## config.mk

```make
export PLATFORM = sky130hd
export DESIGN_NAME = dance_sequencer
export DESIGN_NICKNAME = d
export VERILOG_FILES = /design/src/rtl/dance_pkg.sv /design/src/rtl/dance_frame_rom.sv /design/src/rtl/dance_sequencer.sv
export SDC_FILE = /design/constraint.sdc
export NUM_CORES = 1
export LEC_CHECK = 0
export BUFFER_PORTS_ARGS = -buffer_cell sky130_fd_sc_hd__buf_2
export CAP_MARGIN = 20
export CORE_ASPECT_RATIO = 1.5
export CORE_MARGIN = 4
export CORE_UTILIZATION = 25
export CTS_BUF_LIST = sky130_fd_sc_hd__clkbuf_4 sky130_fd_sc_hd__clkbuf_8
export DETAILED_ROUTE_END_ITERATION = 8
export SYNTH_ARGS = -nofsm -noshare
export SYNTH_HDL_FRONTEND = slang
export SYNTH_SLANG_ARGS = --single-unit
```

## constraint.sdc

```tcl
create_clock -name clk -period 3.3 [get_ports clk]
set_input_delay 0.165 -clock clk [delete_from_list [all_inputs] [get_ports clk]]
set_output_delay 0.165 -clock clk [all_outputs]
set_load 0.1 [all_outputs]
```

## src/rtl/dance_pkg.sv

```systemverilog
// Shared constants for the dandy-dance frame sequencer: FSM state codes,
// playback mode encodings and frame geometry.
package dance_pkg;

    localparam int unsigned STATE_W    = 2;
    localparam int unsigned SEG_W      = 7;
    localparam int unsigned IDX_W      = 3;
    localparam int unsigned NUM_FRAMES = 8;

    localparam logic [STATE_W-1:0] ST_IDLE  = 2'd0;
    localparam logic [STATE_W-1:0] ST_PLAY  = 2'd1;
    localparam logic [STATE_W-1:0] ST_PAUSE = 2'd2;
    localparam logic [STATE_W-1:0] ST_DONE  = 2'd3;

    localparam logic [1:0] MODE_ONCE     = 2'b00;
    localparam logic [1:0] MODE_LOOP     = 2'b01;
    localparam logic [1:0] MODE_PING     = 2'b10;
    localparam logic [1:0] MODE_LOOP_ALT = 2'b11;

    localparam logic [SEG_W-1:0] BLANK    = 7'h00;
    localparam logic [IDX_W-1:0] LAST_IDX = IDX_W'(NUM_FRAMES - 1);

endpackage

```

## src/rtl/dance_frame_rom.sv

```systemverilog
// Eight-entry animation ROM: a single segment sweeping a..g, then a,d,g together.
module dance_frame_rom
    import dance_pkg::*;
(
    input  logic [2:0] idx,
    output logic [6:0] pattern_c
);

    always_comb begin
        pattern_c = BLANK;
        case (idx)
            3'd0:    pattern_c = 7'h01;
            3'd1:    pattern_c = 7'h02;
            3'd2:    pattern_c = 7'h04;
            3'd3:    pattern_c = 7'h08;
            3'd4:    pattern_c = 7'h10;
            3'd5:    pattern_c = 7'h20;
            3'd6:    pattern_c = 7'h40;
            default: pattern_c = 7'h49;
        endcase
    end

endmodule

```

## src/rtl/dance_sequencer.sv

```systemverilog
// Frame scheduler for the seven-segment dance animation: once/loop/ping-pong
// playback at a programmable frame period with start/stop/pause control.
module dance_sequencer
    import dance_pkg::*;
#(
    parameter int unsigned TICK_SHIFT = 16,
    parameter int unsigned PRESC_W    = 21
) (
    input  logic       clk,
    input  logic       rst,
    input  logic       ena,
    input  logic       start,
    input  logic       stop,
    input  logic       pause,
    input  logic [1:0] mode,
    input  logic [3:0] speed,
    output logic [6:0] segments,
    output logic [2:0] frame_idx,
    output logic       busy,
    output logic       done
);

    logic [STATE_W-1:0] state_q, state_d;
    logic [PRESC_W-1:0] presc_q, presc_d;
    logic [PRESC_W-1:0] period_m1;
    logic [1:0]         mode_q, mode_d;
    logic [3:0]         speed_q, speed_d;
    logic               dir_q, dir_d;
    logic [IDX_W-1:0]   idx_d;
    logic [SEG_W-1:0]   seg_d;
    logic [SEG_W-1:0]   rom_seg;
    logic               busy_d;
    logic               done_d;
    logic               tick;

    // Last prescaler value of a frame; frame lasts (speed_q+1) << TICK_SHIFT cycles.
    assign period_m1 = PRESC_W'((PRESC_W'(speed_q) + PRESC_W'(1)) << TICK_SHIFT) - PRESC_W'(1);
    assign tick      = (presc_q == period_m1);

    dance_frame_rom u_rom (
        .idx       (idx_d),
        .pattern_c (rom_seg)
    );

    always_ff @(posedge clk) begin
        if (rst) begin
            state_q   <= ST_IDLE;
            presc_q   <= '0;
            mode_q    <= MODE_ONCE;
            speed_q   <= '0;
            dir_q     <= 1'b0;
            frame_idx <= '0;
            segments  <= BLANK;
            busy      <= 1'b0;
            done      <= 1'b0;
        end else if (ena) begin
            state_q   <= state_d;
            presc_q   <= presc_d;
            mode_q    <= mode_d;
            speed_q   <= speed_d;
            dir_q     <= dir_d;
            frame_idx <= idx_d;
            segments  <= seg_d;
            busy      <= busy_d;
            done      <= done_d;
        end
    end

    // Next state; priority stop > start > pause > tick. dir_q=1 means counting down.
    always_comb begin
        state_d = state_q;
        presc_d = presc_q;
        mode_d  = mode_q;
        speed_d = speed_q;
        dir_d   = dir_q;
        idx_d   = frame_idx;
        done_d  = 1'b0;

        case (state_q)
            ST_IDLE: begin
                if (start) begin
                    state_d = ST_PLAY;
                    presc_d = '0;
                    idx_d   = '0;
                    dir_d   = 1'b0;
                    mode_d  = mode;
                    speed_d = speed;
                end
            end
            ST_PLAY, ST_PAUSE: begin
                if (stop) begin
                    state_d = ST_IDLE;
                    presc_d = '0;
                    idx_d   = '0;
                    dir_d   = 1'b0;
                end else if (start) begin
                    state_d = ST_PLAY;
                    presc_d = '0;
                    idx_d   = '0;
                    dir_d   = 1'b0;
                    mode_d  = mode;
                    speed_d = speed;
                end else if (pause) begin
                    state_d = ST_PAUSE;
                end else begin
                    // Resume edge also counts, so a pause of N cycles stretches the frame by N.
                    state_d = ST_PLAY;
                    if (tick) begin
                        presc_d = '0;
                        speed_d = speed;
                        case (mode_q)
                            MODE_ONCE: begin
                                if (frame_idx == LAST_IDX) begin
                                    state_d = ST_DONE;
                                    idx_d   = '0;
                                    done_d  = 1'b1;
                                end else begin
                                    idx_d = IDX_W'(frame_idx + 1'b1);
                                end
                            end
                            MODE_PING: begin
                                if (!dir_q) begin
                                    if (frame_idx == LAST_IDX) begin
                                        idx_d = IDX_W'(LAST_IDX - 1'b1);
                                        dir_d = 1'b1;
                                    end else begin
                                        idx_d = IDX_W'(frame_idx + 1'b1);
                                    end
                                end else begin
                                    if (frame_idx == '0) begin
                                        idx_d = IDX_W'(1);
                                        dir_d = 1'b0;
                                    end else begin
                                        idx_d = IDX_W'(frame_idx - 1'b1);
                                    end
                                end
                            end
                            MODE_LOOP, MODE_LOOP_ALT: idx_d = IDX_W'(frame_idx + 1'b1);
                            default:                  idx_d = IDX_W'(frame_idx + 1'b1);
                        endcase
                    end else begin
                        presc_d = PRESC_W'(presc_q + PRESC_W'(1));
                    end
                end
            end
            ST_DONE: begin
                state_d = ST_IDLE;
                idx_d   = '0;
            end
            default: begin
                state_d = ST_IDLE;
                idx_d   = '0;
            end
        endcase
    end

    // Display only while an animation is active; blank otherwise.
    always_comb begin
        busy_d = (state_d == ST_PLAY) || (state_d == ST_PAUSE);
        seg_d  = busy_d ? rom_seg : BLANK;
    end

endmodule

```

==> impl_summary.log, run 1 <==
[metrics] outcome: completed
[metrics] synthesized area divided by synthesized cell count: roughly 7.8 um^2
[metrics] final worst hold slack: between 0.1 and 0.15 ns
[metrics] Worst Path Max Fanout: 10
[metrics] detailed-routing iteration count for the pre-antenna-repair pass: 4
[metrics] TNS Setup: 0 ns
[metrics] highest clock rate: ~0.33 GHz
[metrics] share of power burned in the clock network: 0.386
[metrics] number of antenna-violating nets in the routed design: 0
[metrics] Worst slew margin: 0.454
[metrics] Die X: about 94 um
[metrics] number of setup violations in the final report: 0
[metrics] Syn Nets: approximately 370
[metrics] register area: around 840 um^2
[metrics] diode count: 0
[metrics] wirelength, routed: roughly 6.9 mm
[metrics] Tmin final: 3.08 ns
[metrics] core area: between 0.01 and 0.015 mm^2
[metrics] main area contributors after synthesis: dfxtp_1 (30%), nor2_1 (6.7%), a21oi_1 (5.1%)
[metrics] slack of the worst reg-to-reg path: ~0.22 ns
[metrics] share of synthesized flip-flops with an asynchronous set or reset: 0
[metrics] vias in the first global route: 2473
[metrics] Final Power: ~1.1 mW
[metrics] Period Utilization, post-route: 0.932
[metrics] total of warnings raised by yosys: 0
[metrics] top-area cell type share of the netlist area: 0.304
[metrics] clock slew at reported path FFs: around 0.080 ns
[metrics] # port buffers: 23
[metrics] Vert. Die Dim: 137 um
[metrics] number of antenna violations at the first check in global routing: 0
[metrics] Remaining DRCs: 0
[metrics] unrepaired setup endpoints after global routing: false
[metrics] Post-Layout Inst Area: between 0.003 and 0.004 mm^2
[metrics] estimated wirelength of the detail-placed design: approximately 5 mm
[metrics] Hold-fix buffers, CTS: 0
[metrics] placed insts: a little over 500
[metrics] Sinks on Clock Net: 42
[metrics] area leader, netlist: dfxtp_1
[metrics] number of instances on the worst hold path: 3
[metrics] count of maximum capacitance violations: 0
[metrics] Critical Setup Path Class: flip-flop to flip-flop
[metrics] placement-stage worst setup slack: 0.228 ns
[metrics] relative contribution of sequential cells to total power: 0.474
[metrics] Worst EP arrival: about 3.3 ns
[metrics] final worst-path setup slack: 0.224 ns
[metrics] H-Tree Depth: 2
[metrics] area of the multi-input gates: 0.00176 mm^2
[metrics] number of cell instances on the worst register-to-register path: 11
[metrics] critical path endpoint category: flip-flop
[metrics] power density over the cells: ~360 mW/mm^2
[metrics] final weighted congestion in routability-driven placement: 0.840
[metrics] Detailed Route Iter0 Violations: around 180
[metrics] number of flops mapped to enable cells by yosys: 0
[metrics] via density per instance: 5.06
[metrics] final-layout fill cell count: about 1200
[metrics] master cell of the clock root buffer: clkbuf_8
[metrics] row cnt: 46
[metrics] power share of the combinational group: 0.140
[metrics] total number of vias: 2603
[metrics] switching part of the total power: 0.273
[metrics] ranking of synthesized cells by instance count: nor2_1 (49), dfxtp_1 (42), nand2_1 (32)
[metrics] net switching power: 303 uW
[metrics] startpoint kind of the worst setup timing path: flip-flop
[metrics] Layout Utilization: 0.291
[metrics] Seq/Total Area, Yosys: 0.304
[metrics] buffer depth of the longest clock path: 2
[metrics] Initial Util: 0.258
[metrics] area after detailed placement: ~0.0030 mm^2
[metrics] final non-filler cell total: between 500 and 600
[metrics] Total Routing Usage GR: 0.111
[metrics] worst setup skew after layout: approximately 0.0053 ns
[metrics] dominant register cell in the synthesized netlist: dfxtp_1
[metrics] actual transition at the worst max-transition pin: a little over 0.8 ns
[metrics] count of mapped cells out of synthesis: 353
[metrics] total of flip-flops plus latches after synthesis: 42
[metrics] clock insertion delay at the later pin of the skew report: 0.30 ns
[metrics] share of post-route cells with drive strength above 1: 0.173
[metrics] worst hold path class: input pin to flip-flop
[metrics] number of CTS-inserted buffers: 5
[metrics] leakage power: about 1.1 nW
[metrics] global-route wire length before repair: 11.8 mm
[metrics] total I/O pin count: 24
[metrics] internal power: slightly above 800 uW
[metrics] clock tree from TritonCTS: yes
[metrics] final hold vios: 0
[metrics] Die Area: between 0.01 and 0.015 mm^2
[metrics] synthesized area: roughly 0.0028 mm^2
[metrics] Peak supply drop: approximately 0.16 mV
[metrics] net count of the finished layout: roughly 390
[metrics] routed wire length per instance: ~13 um
[metrics] layout-stage area growth over the synthesis result: 12.6%
[metrics] number of different library cells in the post-synthesis netlist: 70
[metrics] critical path data required time: about 3.5 ns
[metrics] most frequently used cell type in the post-synthesis netlist: nor2_1
[metrics] total global routing overflow: 0
[metrics] final-report max-slew violation count: 0
[metrics] largest net degree at the start of global routing: 43
-- metal layers --
layer  routed length (um)  global-route usage  vias to the layer above
met5                    0                   0                        -
met4                   97              0.0394                        0
li1                     -                   -                     1316
met2                 3500               0.194                       29
met1                 3020               0.132                     1252
met3                  240              0.0253                        6
-- layout make-up --
| type | instances | share of cell area |
|---|---|---|
| tap | 144 | 0.0579 |
| sequential | 42 | 0.270 |
| clock buffer | 6 | 0.0265 |
| clock inverter | 1 | 0.00965 |
| timing repair buffer | 30 | 0.0539 |
| multi-input combinational | 279 | 0.567 |
| inverter | 12 | 0.0145 |
-- cells in the final DEF (no fill, tap or decap), drive strengths merged, types with 5 or more instances in the layout --
cell type	netlist	layout
a311oi	7	7
nand4	5	5
nor2	50	50
nand3b	5	5
nand2b	9	9
nor4	6	6
clkbuf	10	6
nor3b	7	7
a22oi	6	6
o21ai	16	16
ha	9	9
dfxtp	42	42
and2	6	6
a21oi	29	29
mux2i	6	6
nor3	9	9
nand2	33	33
nand3	17	17
a211oi	5	5
inv	12	12
buf	10	30
-- flip-flops by register name, indices dropped and copies added (netlist names) --
register,count
speed_q,4
presc_q,21
dir_q,1
mode_q,2
done,1
state_q,2
busy,1
frame_idx,3
segments,7
-- worst max-delay path, cell delays in order, from the launching register on --
cell      delay, ns
dfxtp_1        0.46
ha_2           0.30
nand2_1        0.09
or4b_4         0.49
o22a_1         0.21
a311o_1        0.32
buf_4          0.19
mux2_4         0.21
nand2_1        0.09
nor4_1         0.34
nand3b_1       0.12
a31oi_1        0.18
-- power by group through the flow --
stage	clock network, mW	registers, mW	logic, mW
after global routing	0.454	0.528	0.171
after detailed placement	0	0.539	0.156
final	0.429	0.527	0.156
after floorplan	0	0.563	0.0955
after CTS	0.439	0.527	0.157
after global placement	0	0.538	0.154
-- final timing paths --
| path | from | endpoint |
|---|---|---|
| worst max-delay path | speed_q[0] | segments[0] |
| worst min-delay path | speed[3] | speed_q[3] |
| worst max register to register | speed_q[0] | segments[0] |
| worst min register to register | done | done |
-- kinds of logic after synthesis --
logic type      count (synthesis)  synth area share
compound gates                 94             0.236
xor+xnor                        5            0.0159
fa+ha+maj                       9            0.0408
buf+inv                        32            0.0580
flops                          42             0.304
mux                             8            0.0312
simple gates                  163             0.313
-- repair_timing --
action	in CTS	in global routing
setup endpoints to repair	0	5
resized for setup	0	2
buffers inserted	0	0
No activity file was read; power rests on OpenSTA's default activity.
==> run 2: changes to the inputs <==
--- a/config.mk
+++ b/config.mk
@@ -5,13 +5,13 @@
 export SDC_FILE = /design/constraint.sdc
 export NUM_CORES = 1
 export LEC_CHECK = 0
-export BUFFER_PORTS_ARGS = -buffer_cell sky130_fd_sc_hd__buf_2
 export CAP_MARGIN = 20
 export CORE_ASPECT_RATIO = 1.5
 export CORE_MARGIN = 4
 export CORE_UTILIZATION = 25
 export CTS_BUF_LIST = sky130_fd_sc_hd__clkbuf_4 sky130_fd_sc_hd__clkbuf_8
 export DETAILED_ROUTE_END_ITERATION = 8
+export DONT_BUFFER_PORTS = 1
 export SYNTH_ARGS = -nofsm -noshare
 export SYNTH_HDL_FRONTEND = slang
 export SYNTH_SLANG_ARGS = --single-unit
==> impl_summary.log, run 2 (synthesis gave the netlist of run 1 again) <==
[metrics] TNS Setup: 0 ns (unchanged)
[metrics] clock tree from TritonCTS: yes (unchanged)
[metrics] global-route wire length before repair: 11.9 mm (was 11.8 mm)
[metrics] count of maximum capacitance violations: 0 (unchanged)
[metrics] wirelength, routed: 7.12 mm (was 6.86 mm)
[metrics] worst setup skew after layout: 0.00538 ns (was 0.00531 ns)
[metrics] Layout Utilization: 0.286 (was 0.291)
[metrics] buffer depth of the longest clock path: 2 (unchanged)
[metrics] HP Start: speed[3] (unchanged)
[metrics] final-layout fill cell count: 1199 (was 1184)
[metrics] total I/O pin count: 24 (unchanged)
[metrics] H-Tree Depth: 2 (unchanged)
[metrics] number of setup violations in the final report: 0 (unchanged)
[metrics] unrepaired setup endpoints after global routing: false (unchanged)
[metrics] Die Area: 0.0128 mm^2 (unchanged)
[metrics] diode count: 0 (unchanged)
[metrics] placement-stage worst setup slack: 0.164 ns (was 0.228 ns)
[metrics] largest net degree at the start of global routing: 43 (unchanged)
[metrics] Worst slew margin: 0.330 (was 0.454)
[metrics] number of CTS-inserted buffers: 5 (unchanged)
[metrics] estimated wirelength of the detail-placed design: 5.32 mm (was 5.08 mm)
[metrics] register area: 842 um^2 (was 841 um^2)
[metrics] Peak supply drop: 0.145 mV (was 0.161 mV)
[metrics] # port buffers: 0 (was 23)
[metrics] final-report max-slew violation count: 0 (unchanged)
[metrics] net count of the finished layout: 374 (was 391)
[metrics] total number of vias: 2575 (was 2603)
[metrics] worst hold path class: input pin to flip-flop (unchanged)
[metrics] Final Power: 1.08 mW (was 1.11 mW)
[metrics] clock insertion delay at the later pin of the skew report: 0.31 ns (was 0.30 ns)
[metrics] power density over the cells: 353 mW/mm^2 (was 357 mW/mm^2)
[metrics] Sinks on Clock Net: 42 (unchanged)
[metrics] final hold vios: 0 (unchanged)
[metrics] Period Utilization, post-route: 0.903 (was 0.932)
[metrics] leading cell type in the layout, fill and taps excluded: nor2_1 (unchanged)
[metrics] Total Routing Usage GR: 0.115 (was 0.111)
[metrics] critical path data required time: 3.50 ns (was 3.52 ns)
[metrics] Worst Path Max Fanout: 10 (unchanged)
[metrics] Remaining DRCs: 0 (unchanged)
[metrics] max FFs per register: 21 (unchanged)
[metrics] startpoint kind of the worst setup timing path: flip-flop (unchanged)
[metrics] critical path endpoint category: flip-flop (unchanged)
[metrics] area of the multi-input gates: 0.00177 mm^2 (was 0.00176 mm^2)
[metrics] final worst-path setup slack: 0.321 ns (was 0.224 ns)
[metrics] total global routing overflow: 0 (unchanged)
[metrics] actual transition at the worst max-transition pin: 1.00 ns (was 0.818 ns)
[metrics] Tmin final: 2.98 ns (was 3.08 ns)
[metrics] clock slew at reported path FFs: 0.08 ns (about the same)
[metrics] routed wire length per instance: 14.3 um (was 13.3 um)
[metrics] number of antenna-violating nets in the routed design: 0 (unchanged)
[metrics] final weighted congestion in routability-driven placement: 0.826 (was 0.840)
[metrics] RR Endpoint: segments[5] (was segments[0])
[metrics] master cell of the clock root buffer: clkbuf_8 (unchanged)
[metrics] number of cell instances on the worst register-to-register path: 11 (unchanged)
[metrics] via density per instance: 5.17 (was 5.06)
[metrics] vias in the first global route: 2476 (was 2473)
[metrics] row cnt: 46 (unchanged)
[metrics] Critical Setup Path Class: flip-flop to flip-flop (unchanged)
[metrics] slack of the worst reg-to-reg path: 0.32 ns (was 0.22 ns)
[metrics] Critical Path Source: speed_q[0] (unchanged)
[metrics] Initial Util: 0.258 (unchanged)
[metrics] detailed-routing iteration count for the pre-antenna-repair pass: 4 (unchanged)
[metrics] leakage power: 1.05 nW (was 1.12 nW)
[metrics] highest clock rate: 0.336 GHz (was 0.325 GHz)
[metrics] biggest regs: presc_q x21, segments x7, speed_q x4 (unchanged)
[metrics] register with the most flip-flops: presc_q (unchanged)
[metrics] Detailed Route Iter0 Violations: 194 (was 177)
[metrics] Worst EP arrival: 3.18 ns (was 3.30 ns)
[metrics] r2r startpoint: speed_q[0] (unchanged)
[metrics] layout-stage area growth over the synthesis result: 10.9% (was 12.6%)
[metrics] highest-count cells in the layout ignoring fill and taps: nor2_1 (49), dfxtp_1 (41), nand2_1 (32) (was nor2_1 (49), dfxtp_1 (42), nand2_1 (32))
[metrics] share of post-route cells with drive strength above 1: 0.133 (was 0.173)
[metrics] number of antenna violations at the first check in global routing: 0 (unchanged)
[metrics] Vert. Die Dim: 137 um (unchanged)
[metrics] core area: 0.0107 mm^2 (unchanged)
[metrics] outcome: completed (unchanged)
[metrics] end point of the critical path: segments[5] (was segments[0])
[metrics] Die X: 93.8 um (unchanged)
==> run 2: cell count changes in the layout (fill, tap and decap cells not counted), sizes merged <==
cell,previous run,this run
clkbuf,6,5
buf,30,10
dlygate4sd3,0,3
clkinv,0,2
==> run 2: metrics by stage <==
step / std cells / hold WS (ns) / cell area [um^2]
global route: 498 / 0.0122 / 3060
floorplan: 353 / 0.309 / 2760
detailed placement: 486 / 0.244 / 2900
finish: 498 / 0.00739 / 3060
CTS: 497 / 0.000849 / 3040
global placement: 486 / 0.242 / 2900
==> run 2: timing repair <==
item,in CTS,in global routing
endpoints found under the setup margin,0,11
endpoints found under the hold margin,42,1
hold buffers,3,1
resized for setup,0,4
buffers inserted,0,0
==> run 2: area by class of cell <==
| cell class | instances | area share |
|---|---|---|
| clock buffers | 5 | 0.0225 |
| well taps | 144 | 0.0588 |
| inverters | 12 | 0.0147 |
| repair buffers | 13 | 0.0384 |
| flip-flops and latches | 42 | 0.275 |
| multi-input cells | 279 | 0.578 |
| clock inverters | 3 | 0.0131 |
==> run 2: how the worst min path moves through the flow <==
stage | endpoint | cells past startpoint
final | speed_q[3] | 2
after global routing | speed_q[1] | 2
after CTS | mode_q[0] | 2
after detailed placement | presc_q[16] | 1
after global placement | presc_q[16] | 1
after floorplan | speed_q[0] | 2
==> run 2: metal layers <==
metal / routed length, um / part of all wire / track usage
met5: 0 / 0 / 0
met4: 129 / 0.018 / 0.0410
met3: 456 / 0.064 / 0.0391
met2: 3720 / 0.52 / 0.213
met1: 2820 / 0.40 / 0.119
==> run 2: worst max-delay path, stage by stage (launching register included) <==
cell,delay [ns]
dfxtp_1,0.48
ha_2,0.30
nand2_1,0.09
or4b_4,0.50
o22a_1,0.21
a311o_1,0.33
buf_4,0.19
mux2_4,0.31
nand2_1,0.15
nor2_1,0.08
a22oi_1,0.19
nor2_1,0.06
==> run 2: report_power, final <==
group / switching [mW] / internal, mW
logic: 0.0723 / 0.0479
registers: 0.0363 / 0.515
clock network: 0.188 / 0.223
total: 0.297 / 0.786
